`src/rtl/arm_dp_sequencer_pkg.sv`:
```
// Shared types and constants for the ARM data-processing sequencer:
// FSM states, opcode/condition encodings, ALU op codes and decode helpers.
package arm_dp_pkg;

    typedef enum logic [1:0] {
        ST_IDLE,
        ST_READ,
        ST_EXEC,
        ST_WB
    } state_t;

    localparam logic [3:0] OPC_AND = 4'h0;
    localparam logic [3:0] OPC_EOR = 4'h1;
    localparam logic [3:0] OPC_SUB = 4'h2;
    localparam logic [3:0] OPC_RSB = 4'h3;
    localparam logic [3:0] OPC_ADD = 4'h4;
    localparam logic [3:0] OPC_ADC = 4'h5;
    localparam logic [3:0] OPC_SBC = 4'h6;
    localparam logic [3:0] OPC_RSC = 4'h7;
    localparam logic [3:0] OPC_TST = 4'h8;
    localparam logic [3:0] OPC_TEQ = 4'h9;
    localparam logic [3:0] OPC_CMP = 4'hA;
    localparam logic [3:0] OPC_CMN = 4'hB;
    localparam logic [3:0] OPC_ORR = 4'hC;
    localparam logic [3:0] OPC_MOV = 4'hD;
    localparam logic [3:0] OPC_BIC = 4'hE;
    localparam logic [3:0] OPC_MVN = 4'hF;

    localparam logic [3:0] COND_EQ = 4'h0;
    localparam logic [3:0] COND_NE = 4'h1;
    localparam logic [3:0] COND_CS = 4'h2;
    localparam logic [3:0] COND_CC = 4'h3;
    localparam logic [3:0] COND_MI = 4'h4;
    localparam logic [3:0] COND_PL = 4'h5;
    localparam logic [3:0] COND_VS = 4'h6;
    localparam logic [3:0] COND_VC = 4'h7;
    localparam logic [3:0] COND_HI = 4'h8;
    localparam logic [3:0] COND_LS = 4'h9;
    localparam logic [3:0] COND_GE = 4'hA;
    localparam logic [3:0] COND_LT = 4'hB;
    localparam logic [3:0] COND_GT = 4'hC;
    localparam logic [3:0] COND_LE = 4'hD;
    localparam logic [3:0] COND_AL = 4'hE;
    localparam logic [3:0] COND_NV = 4'hF;

    localparam logic [4:0] ALU_OP_BYPASS = 5'b10000;

    localparam int unsigned FLAG_N = 3;
    localparam int unsigned FLAG_Z = 2;
    localparam int unsigned FLAG_C = 1;
    localparam int unsigned FLAG_V = 0;

    function automatic logic is_logical(input logic [3:0] opc);
        return opc inside {OPC_AND, OPC_EOR, OPC_TST, OPC_TEQ,
                           OPC_ORR, OPC_MOV, OPC_BIC, OPC_MVN};
    endfunction

    function automatic logic writes_rd(input logic [3:0] opc);
        return !(opc inside {OPC_TST, OPC_TEQ, OPC_CMP, OPC_CMN});
    endfunction

    // Rotated 8-bit immediate: ror by 2*rot, done as a shift of a doubled copy.
    function automatic logic [31:0] ror_imm(input logic [11:0] f);
        logic [63:0] d;
        d = {24'b0, f[7:0], 24'b0, f[7:0]};
        d = d >> {f[11:8], 1'b0};
        return d[31:0];
    endfunction

endpackage

```
`src/rtl/arm_dp_sequencer_if.sv`:
```
// Bundle of instruction handshake, regfile and ALU signals around the sequencer.
// slave = the sequencer itself, master = fetch/decode + regfile + ALU side.
interface arm_dp_sequencer_if #(
    parameter int DW    = 32,
    parameter int RF_AW = 4
);
    logic             instr_valid;
    logic             instr_ready;
    logic [31:0]      instr;
    logic [RF_AW-1:0] rf_ra_addr;
    logic [RF_AW-1:0] rf_rb_addr;
    logic [DW-1:0]    rf_a_data;
    logic [DW-1:0]    rf_b_data;
    logic [DW-1:0]    alu_a;
    logic [DW-1:0]    alu_b;
    logic [4:0]       alu_op;
    logic             alu_s;
    logic             alu_out_en;
    logic [3:0]       alu_flags;
    logic [DW-1:0]    alu_result;
    logic [3:0]       alu_flags_out;
    logic             rf_we;
    logic [RF_AW-1:0] rf_waddr;
    logic [DW-1:0]    rf_wdata;
    logic [3:0]       cpsr_flags;
    logic             done;
    logic             illegal;

    modport slave (
        input  instr_valid, instr, rf_a_data, rf_b_data, alu_result, alu_flags_out,
        output instr_ready, rf_ra_addr, rf_rb_addr, alu_a, alu_b, alu_op, alu_s,
               alu_out_en, alu_flags, rf_we, rf_waddr, rf_wdata, cpsr_flags,
               done, illegal
    );

    modport master (
        output instr_valid, instr, rf_a_data, rf_b_data, alu_result, alu_flags_out,
        input  instr_ready, rf_ra_addr, rf_rb_addr, alu_a, alu_b, alu_op, alu_s,
               alu_out_en, alu_flags, rf_we, rf_waddr, rf_wdata, cpsr_flags,
               done, illegal
    );
endinterface

```
`src/rtl/arm_dp_sequencer_cond.sv`:
```
// ARM condition-code evaluator: cond[3:0] against NZCV, NV never passes.
module arm_cond_check
    import arm_dp_pkg::*;
(
    input  logic [3:0] cond,
    input  logic [3:0] flags,
    output logic       pass
);
    logic n, z, c, v;

    always_comb begin
        n    = flags[FLAG_N];
        z    = flags[FLAG_Z];
        c    = flags[FLAG_C];
        v    = flags[FLAG_V];
        pass = 1'b0;
        unique case (cond)
            COND_EQ: pass = z;
            COND_NE: pass = !z;
            COND_CS: pass = c;
            COND_CC: pass = !c;
            COND_MI: pass = n;
            COND_PL: pass = !n;
            COND_VS: pass = v;
            COND_VC: pass = !v;
            COND_HI: pass = c && !z;
            COND_LS: pass = !c || z;
            COND_GE: pass = (n == v);
            COND_LT: pass = (n != v);
            COND_GT: pass = !z && (n == v);
            COND_LE: pass = z || (n != v);
            COND_AL: pass = 1'b1;
            COND_NV: pass = 1'b0;
        endcase
    end
endmodule

```
`src/rtl/arm_dp_sequencer.sv`:
```
// Four-state controller running one ARM data-processing instruction at a time
// through the shared ALU: IDLE -> READ -> EXEC -> WB, holding the CPSR NZCV flags.
module arm_dp_sequencer
    import arm_dp_pkg::*;
#(
    parameter int DW    = 32,
    parameter int RF_AW = 4
) (
    input  logic               clk,
    input  logic               reset,
    arm_dp_sequencer_if.slave  bus
);
    state_t           state_q, state_d;
    logic [31:0]      instr_q;
    logic [DW-1:0]    res_q;
    logic [3:0]       flg_q;
    logic [3:0]       cpsr_q;

    logic [3:0]       cond, opc;
    logic             i_bit, s_bit, s_eff, cond_pass, illegal_enc;
    logic [RF_AW-1:0] rn, rd, rm;
    logic [31:0]      op_b;

    assign cond  = instr_q[31:28];
    assign i_bit = instr_q[25];
    assign opc   = instr_q[24:21];
    assign s_bit = instr_q[20];
    assign rn    = instr_q[19:16];
    assign rd    = instr_q[15:12];
    assign rm    = instr_q[3:0];

    // Compare-class opcodes always update flags, even with S clear.
    assign s_eff = s_bit || (opc[3:2] == 2'b10);

    assign illegal_enc = (instr_q[27:26] != 2'b00)
                      || (!i_bit && (instr_q[11:4] != 8'h00))
                      || ((rd == 4'hF) && writes_rd(opc));

    assign op_b = i_bit ? ror_imm(instr_q[11:0]) : bus.rf_b_data;

    assign bus.cpsr_flags = cpsr_q;
    assign bus.alu_flags  = cpsr_q;

    arm_cond_check u_cond (
        .cond  (cond),
        .flags (cpsr_q),
        .pass  (cond_pass)
    );

    always_ff @(posedge clk) begin
        if (reset) begin
            state_q <= ST_IDLE;
            instr_q <= '0;
            res_q   <= '0;
            flg_q   <= '0;
            cpsr_q  <= '0;
        end else begin
            state_q <= state_d;
            if (state_q == ST_IDLE && bus.instr_valid) begin
                instr_q <= bus.instr;
            end
            if (state_q == ST_EXEC) begin
                res_q <= bus.alu_result;
                flg_q <= bus.alu_flags_out;
            end
            // Logical ops take N/Z from the ALU but keep the architectural C/V.
            if (state_q == ST_WB && s_eff) begin
                if (is_logical(opc)) begin
                    cpsr_q <= {flg_q[FLAG_N], flg_q[FLAG_Z], cpsr_q[FLAG_C], cpsr_q[FLAG_V]};
                end else begin
                    cpsr_q <= flg_q;
                end
            end
        end
    end

    always_comb begin
        state_d         = state_q;
        bus.instr_ready = 1'b0;
        bus.rf_ra_addr  = '0;
        bus.rf_rb_addr  = '0;
        bus.alu_a       = '0;
        bus.alu_b       = '0;
        bus.alu_op      = '0;
        bus.alu_s       = 1'b0;
        bus.alu_out_en  = 1'b0;
        bus.rf_we       = 1'b0;
        bus.rf_waddr    = '0;
        bus.rf_wdata    = '0;
        bus.done        = 1'b0;
        bus.illegal     = 1'b0;
        unique case (state_q)
            ST_IDLE: begin
                bus.instr_ready = !reset;
                if (bus.instr_valid) state_d = ST_READ;
            end
            ST_READ: begin
                bus.rf_ra_addr = rn;
                bus.rf_rb_addr = rm;
                if (!cond_pass) begin
                    bus.done = 1'b1;
                    state_d  = ST_IDLE;
                end else if (illegal_enc) begin
                    bus.illegal = 1'b1;
                    state_d     = ST_IDLE;
                end else begin
                    state_d = ST_EXEC;
                end
            end
            ST_EXEC: begin
                bus.alu_a      = bus.rf_a_data;
                bus.alu_b      = op_b;
                bus.alu_op     = (opc == OPC_MOV) ? ALU_OP_BYPASS : {1'b0, opc};
                bus.alu_s      = s_eff;
                bus.alu_out_en = 1'b1;
                state_d        = ST_WB;
            end
            ST_WB: begin
                bus.rf_we    = writes_rd(opc);
                bus.rf_waddr = rd;
                bus.rf_wdata = res_q;
                bus.done     = 1'b1;
                state_d      = ST_IDLE;
            end
            default: state_d = ST_IDLE;
        endcase
    end
endmodule

```
`src/flat_wrapper.sv`:
```
// flat-port wrapper written by rule: the top's interface ports become plain ports
module arm_dp_sequencer_flat import arm_dp_pkg::*;
#(
    parameter int DW    = 32,
    parameter int RF_AW = 4
)
  (clk, reset, bus_instr_valid, bus_instr, bus_rf_a_data, bus_rf_b_data, bus_alu_result, bus_alu_flags_out, bus_instr_ready, bus_rf_ra_addr, bus_rf_rb_addr, bus_alu_a, bus_alu_b, bus_alu_op, bus_alu_s, bus_alu_out_en, bus_alu_flags, bus_rf_we, bus_rf_waddr, bus_rf_wdata, bus_cpsr_flags, bus_done, bus_illegal);
  arm_dp_sequencer_if #(.DW(DW), .RF_AW(RF_AW)) bus_i ();
  input  logic clk;
  input  logic reset;
  input wire logic [$bits(bus_i.instr_valid)-1:0] bus_instr_valid;
  input wire logic [$bits(bus_i.instr)-1:0] bus_instr;
  input wire logic [$bits(bus_i.rf_a_data)-1:0] bus_rf_a_data;
  input wire logic [$bits(bus_i.rf_b_data)-1:0] bus_rf_b_data;
  input wire logic [$bits(bus_i.alu_result)-1:0] bus_alu_result;
  input wire logic [$bits(bus_i.alu_flags_out)-1:0] bus_alu_flags_out;
  output wire logic [$bits(bus_i.instr_ready)-1:0] bus_instr_ready;
  output wire logic [$bits(bus_i.rf_ra_addr)-1:0] bus_rf_ra_addr;
  output wire logic [$bits(bus_i.rf_rb_addr)-1:0] bus_rf_rb_addr;
  output wire logic [$bits(bus_i.alu_a)-1:0] bus_alu_a;
  output wire logic [$bits(bus_i.alu_b)-1:0] bus_alu_b;
  output wire logic [$bits(bus_i.alu_op)-1:0] bus_alu_op;
  output wire logic [$bits(bus_i.alu_s)-1:0] bus_alu_s;
  output wire logic [$bits(bus_i.alu_out_en)-1:0] bus_alu_out_en;
  output wire logic [$bits(bus_i.alu_flags)-1:0] bus_alu_flags;
  output wire logic [$bits(bus_i.rf_we)-1:0] bus_rf_we;
  output wire logic [$bits(bus_i.rf_waddr)-1:0] bus_rf_waddr;
  output wire logic [$bits(bus_i.rf_wdata)-1:0] bus_rf_wdata;
  output wire logic [$bits(bus_i.cpsr_flags)-1:0] bus_cpsr_flags;
  output wire logic [$bits(bus_i.done)-1:0] bus_done;
  output wire logic [$bits(bus_i.illegal)-1:0] bus_illegal;
  assign bus_i.instr_valid = bus_instr_valid;
  assign bus_i.instr = bus_instr;
  assign bus_i.rf_a_data = bus_rf_a_data;
  assign bus_i.rf_b_data = bus_rf_b_data;
  assign bus_i.alu_result = bus_alu_result;
  assign bus_i.alu_flags_out = bus_alu_flags_out;
  assign bus_instr_ready = bus_i.instr_ready;
  assign bus_rf_ra_addr = bus_i.rf_ra_addr;
  assign bus_rf_rb_addr = bus_i.rf_rb_addr;
  assign bus_alu_a = bus_i.alu_a;
  assign bus_alu_b = bus_i.alu_b;
  assign bus_alu_op = bus_i.alu_op;
  assign bus_alu_s = bus_i.alu_s;
  assign bus_alu_out_en = bus_i.alu_out_en;
  assign bus_alu_flags = bus_i.alu_flags;
  assign bus_rf_we = bus_i.rf_we;
  assign bus_rf_waddr = bus_i.rf_waddr;
  assign bus_rf_wdata = bus_i.rf_wdata;
  assign bus_cpsr_flags = bus_i.cpsr_flags;
  assign bus_done = bus_i.done;
  assign bus_illegal = bus_i.illegal;
  arm_dp_sequencer #(.DW(DW), .RF_AW(RF_AW)) u_core (.clk(clk), .reset(reset), .bus(bus_i));
endmodule
```
`config.mk`:
```
export PLATFORM = sky130hd
export DESIGN_NAME = arm_dp_sequencer_flat
export DESIGN_NICKNAME = d
export VERILOG_FILES = /design/src/rtl/arm_dp_sequencer_pkg.sv /design/src/rtl/arm_dp_sequencer_if.sv /design/src/rtl/arm_dp_sequencer_cond.sv /design/src/rtl/arm_dp_sequencer.sv /design/src/flat_wrapper.sv
export SDC_FILE = /design/constraint.sdc
export NUM_CORES = 1
export LEC_CHECK = 0
export CAP_MARGIN = 5
export CORE_UTILIZATION = 35
export DETAILED_ROUTE_END_ITERATION = 8
export GPL_TIMING_DRIVEN = 0
export PLACE_DENSITY_LB_ADDON = 0.3
export REMOVE_ABC_BUFFERS = 1
export SLEW_MARGIN = 25
export SYNTH_ARGS = -nofsm -noshare
export SYNTH_HDL_FRONTEND = slang
export SYNTH_SLANG_ARGS = --single-unit
```
`constraint.sdc`:
```
create_clock -name clk -period 4.8 [get_ports clk]
set_input_delay 0.72 -clock clk [delete_from_list [all_inputs] [get_ports clk]]
set_output_delay 0.72 -clock clk [all_outputs]
set_load 0.005 [all_outputs]
```
==> results.sh <==
export IMPL_run_status="completed"
export IMPL_dieHeight_um=114
export IMPL_arrival_ns=3.42
export IMPL_synth_edf_count=0
export IMPL_dp_hpwl_um=10900
export IMPL_insertion_delay_ns=0.33
export IMPL_antenna_found_initial=0
export IMPL_final_area_um2=7250
export IMPL_synth_top_cell_by_area="dfxtp_1"
export IMPL_yosys_register_bits=74
export IMPL_wirelength_um=15000
export IMPL_slowest_delay_ns=0.80
export IMPL_final_nets=977
export IMPL_fin_skew_ns=0.00471
export IMPL_antennaDiodeCount=0
export IMPL_core_um2=12100
export IMPL_cp_cell_sequence="nand2_4 -> inv_4 -> o21ai_0 -> a31oi_1 -> clkdlybuf4s50_1"
export IMPL_rows=40
export IMPL_synthTopCellsByCount="nand2_1, a21oi_1, dfxtp_1"
export IMPL_clockRootBuffer="clkbuf_16"
export IMPL_htree_levels=3
export IMPL_grt_pass1_wl_um=23700
export IMPL_drive_above_1_share_pct=3.79
export IMPL_cap_violations=0
export IMPL_cp_max_fo=82
export IMPL_drv_slew=0
export IMPL_critPathSlowestCell="dfxtp_2"
export IMPL_total_power_uw=1540
export IMPL_via_per_inst=5.02
export IMPL_cts_resized=0
export IMPL_powerDensity_nw_per_um2=212
export IMPL_clock_path_buffers=2
export IMPL_critPathRequiredTime_ns=4.08
export IMPL_cts_sinks=74
export IMPL_cp_start_kind="flip-flop"
export IMPL_hold_violations=0
export IMPL_fin_crit_ns=4.14
export IMPL_io_buffers=261
export IMPL_place_area_um2=6990
export IMPL_p_leak_uw=0.00264
export IMPL_path_clk_slew_ns=0.06
export IMPL_setup_violations=0
export IMPL_min_path_type="reg2reg"
export IMPL_io_pins=262
export IMPL_synth_ff_type="dfxtp_1"
export IMPL_worst_path_buf_inv=2
export IMPL_num_vias=5089
export IMPL_ir_drop_uv=116
export IMPL_relSlewSlack_pct=45.5
export IMPL_dieWidth_um=114
export IMPL_grt_max_degree=83
export IMPL_grt_util_all_layers_pct=22.6
export IMPL_layout_worst_path_cycle_share_pct=86.2
export IMPL_cts_setup_buffers=0
export IMPL_cts_tree="yes"
export IMPL_yosys_warnings=0
export IMPL_worstMarginPinSlew_ns=0.816
export IMPL_place_congestion=0.869
export IMPL_syn2layout_area_growth_pct=64.9
export IMPL_criticalPathCategory="reg2out"
export IMPL_netlist_area_um2=4400
export IMPL_ys_types=48
export IMPL_cts_buffers=9
export IMPL_synthesis_instances=627
export IMPL_endpoint_kind="output port"
export IMPL_drc=0
export IMPL_drt_pre_antenna_iters=4
export IMPL_ys_top_cells_by_area="dfxtp_1, nand2_1, a21oi_1"
export IMPL_ctsHoldBuffers=0
export IMPL_overflow=0
export IMPL_timing_fmax_mhz=242
export IMPL_wl_per_cell_um=14.8
export IMPL_path_delay_family="buffers and inverters"
export IMPL_ant_nets=0
export IMPL_syn_avg_cell_area_um2=7.01
export IMPL_yosysTopAreaCellShare_pct=33.7
export IMPL_rsz0062_at_grt="false"
export IMPL_drtIter0Drc=273
export IMPL_initial_utilization_pct=36.3
export IMPL_yosysSeqAreaShare_pct=33.7
export IMPL_grt_pass1_vias=4903
export IMPL_dieArea_um2=13000
export IMPL_post_place_ws_ns=0.965
export IMPL_yosysMostFrequentCell="nand2_1"
export IMPL_timing_final_ws_setup_ns=0.665
export IMPL_synthArstFlopShare_pct=0
export IMPL_num_fill_cells=1127
registers in the layout, summed over array words and instances (netlist names), named ones only:
register,cells
u_core.flg_q,4
u_core.instr_q,32
u_core.bus.alu_flags,4
u_core.state_q,1
u_core.res_q,32
metal layers:
metal	track usage, %	vias to the layer above	part of all wire, %
met1	24.7	2324	40
li1	-	2542	-
met4	7.62	0	1.4
met3	4.55	17	7.0
met2	43.1	206	52
met5	0	-	0
final cells by class:
cell class / count / area (µm²) / area share (%)
Multi-Input combinational cell: 491 / 2650 / 36.5
Timing Repair Buffer: 262 / 2630 / 36.3
Sequential cell: 74 / 1490 / 20.5
Clock buffer: 11 / 243 / 3.35
Tap cell: 168 / 210 / 2.90
Clock inverter: 3 / 17.5 / 0.242
Inverter: 4 / 17.5 / 0.242
through the flow:
step	util, %	hold slack (ns)	instances	TNS (ns)
final	59.9	0.450	1013	0
after detailed placement	57.7	0.442	999	0
after floorplan	-	0.426	569	0
after global routing	59.9	0.465	1013	0
after CTS	59.9	0.450	1013	0
after global placement	57.4	0.437	998	-47.32
path summary, 6_finish.rpt:
kind | slack, ns | to | start | depth (start not counted)
worst max-delay path | 0.66 | bus_alu_b[19] | flip-flop | 5
worst min-delay path | 0.45 | u_core.res_q[26]$_SDFFE_PP0P_ | u_core.res_q[26]$_SDFFE_PP0P_ | 2
worst max register to register | 2.29 | u_core.res_q[23]$_SDFFE_PP0P_ | flip-flop | 4
worst min register to register | 0.45 | u_core.res_q[26]$_SDFFE_PP0P_ | u_core.res_q[26]$_SDFFE_PP0P_ | 2
report_power, final:
part / switching, µW / internal (µW) / leakage, µW / total, µW
logic: 98.1 / 159 / 0.00191 / 257
clock network: 242 / 356 / 0.000127 / 598
registers: 45.2 / 636 / 0.000603 / 681
cell families after synthesis:
kind of cell / share of synthesized area, %
XOR/XNOR: 0.398
flip-flops: 33.7
buffers and inverters: 6.35
multiplexers: 3.70
AO/OA/AOI/OAI: 18.8
AND/OR/NAND/NOR: 37.1
placed cells by master, fill, tap and decap left out, types with 10 or more instances in the layout:
cell type / n
clkdlybuf4s50_1: 260
nand2_1: 142
a21oi_1: 98
dfxtp_1: 71
and2_1: 42
and3_1: 37
nor2_1: 29
nand2b_1: 19
o21ai_0: 19
mux2i_1: 14
nand3_1: 12
nand3b_1: 10
worst reg2reg max path: stages (launching register included):
cell and delay, ns:
dfxtp_2 0.80, nand2_4 0.56, inv_4 0.72, nand2_1 0.20, a21oi_1 0.17
No activity file was read; power rests on OpenSTA's default activity.
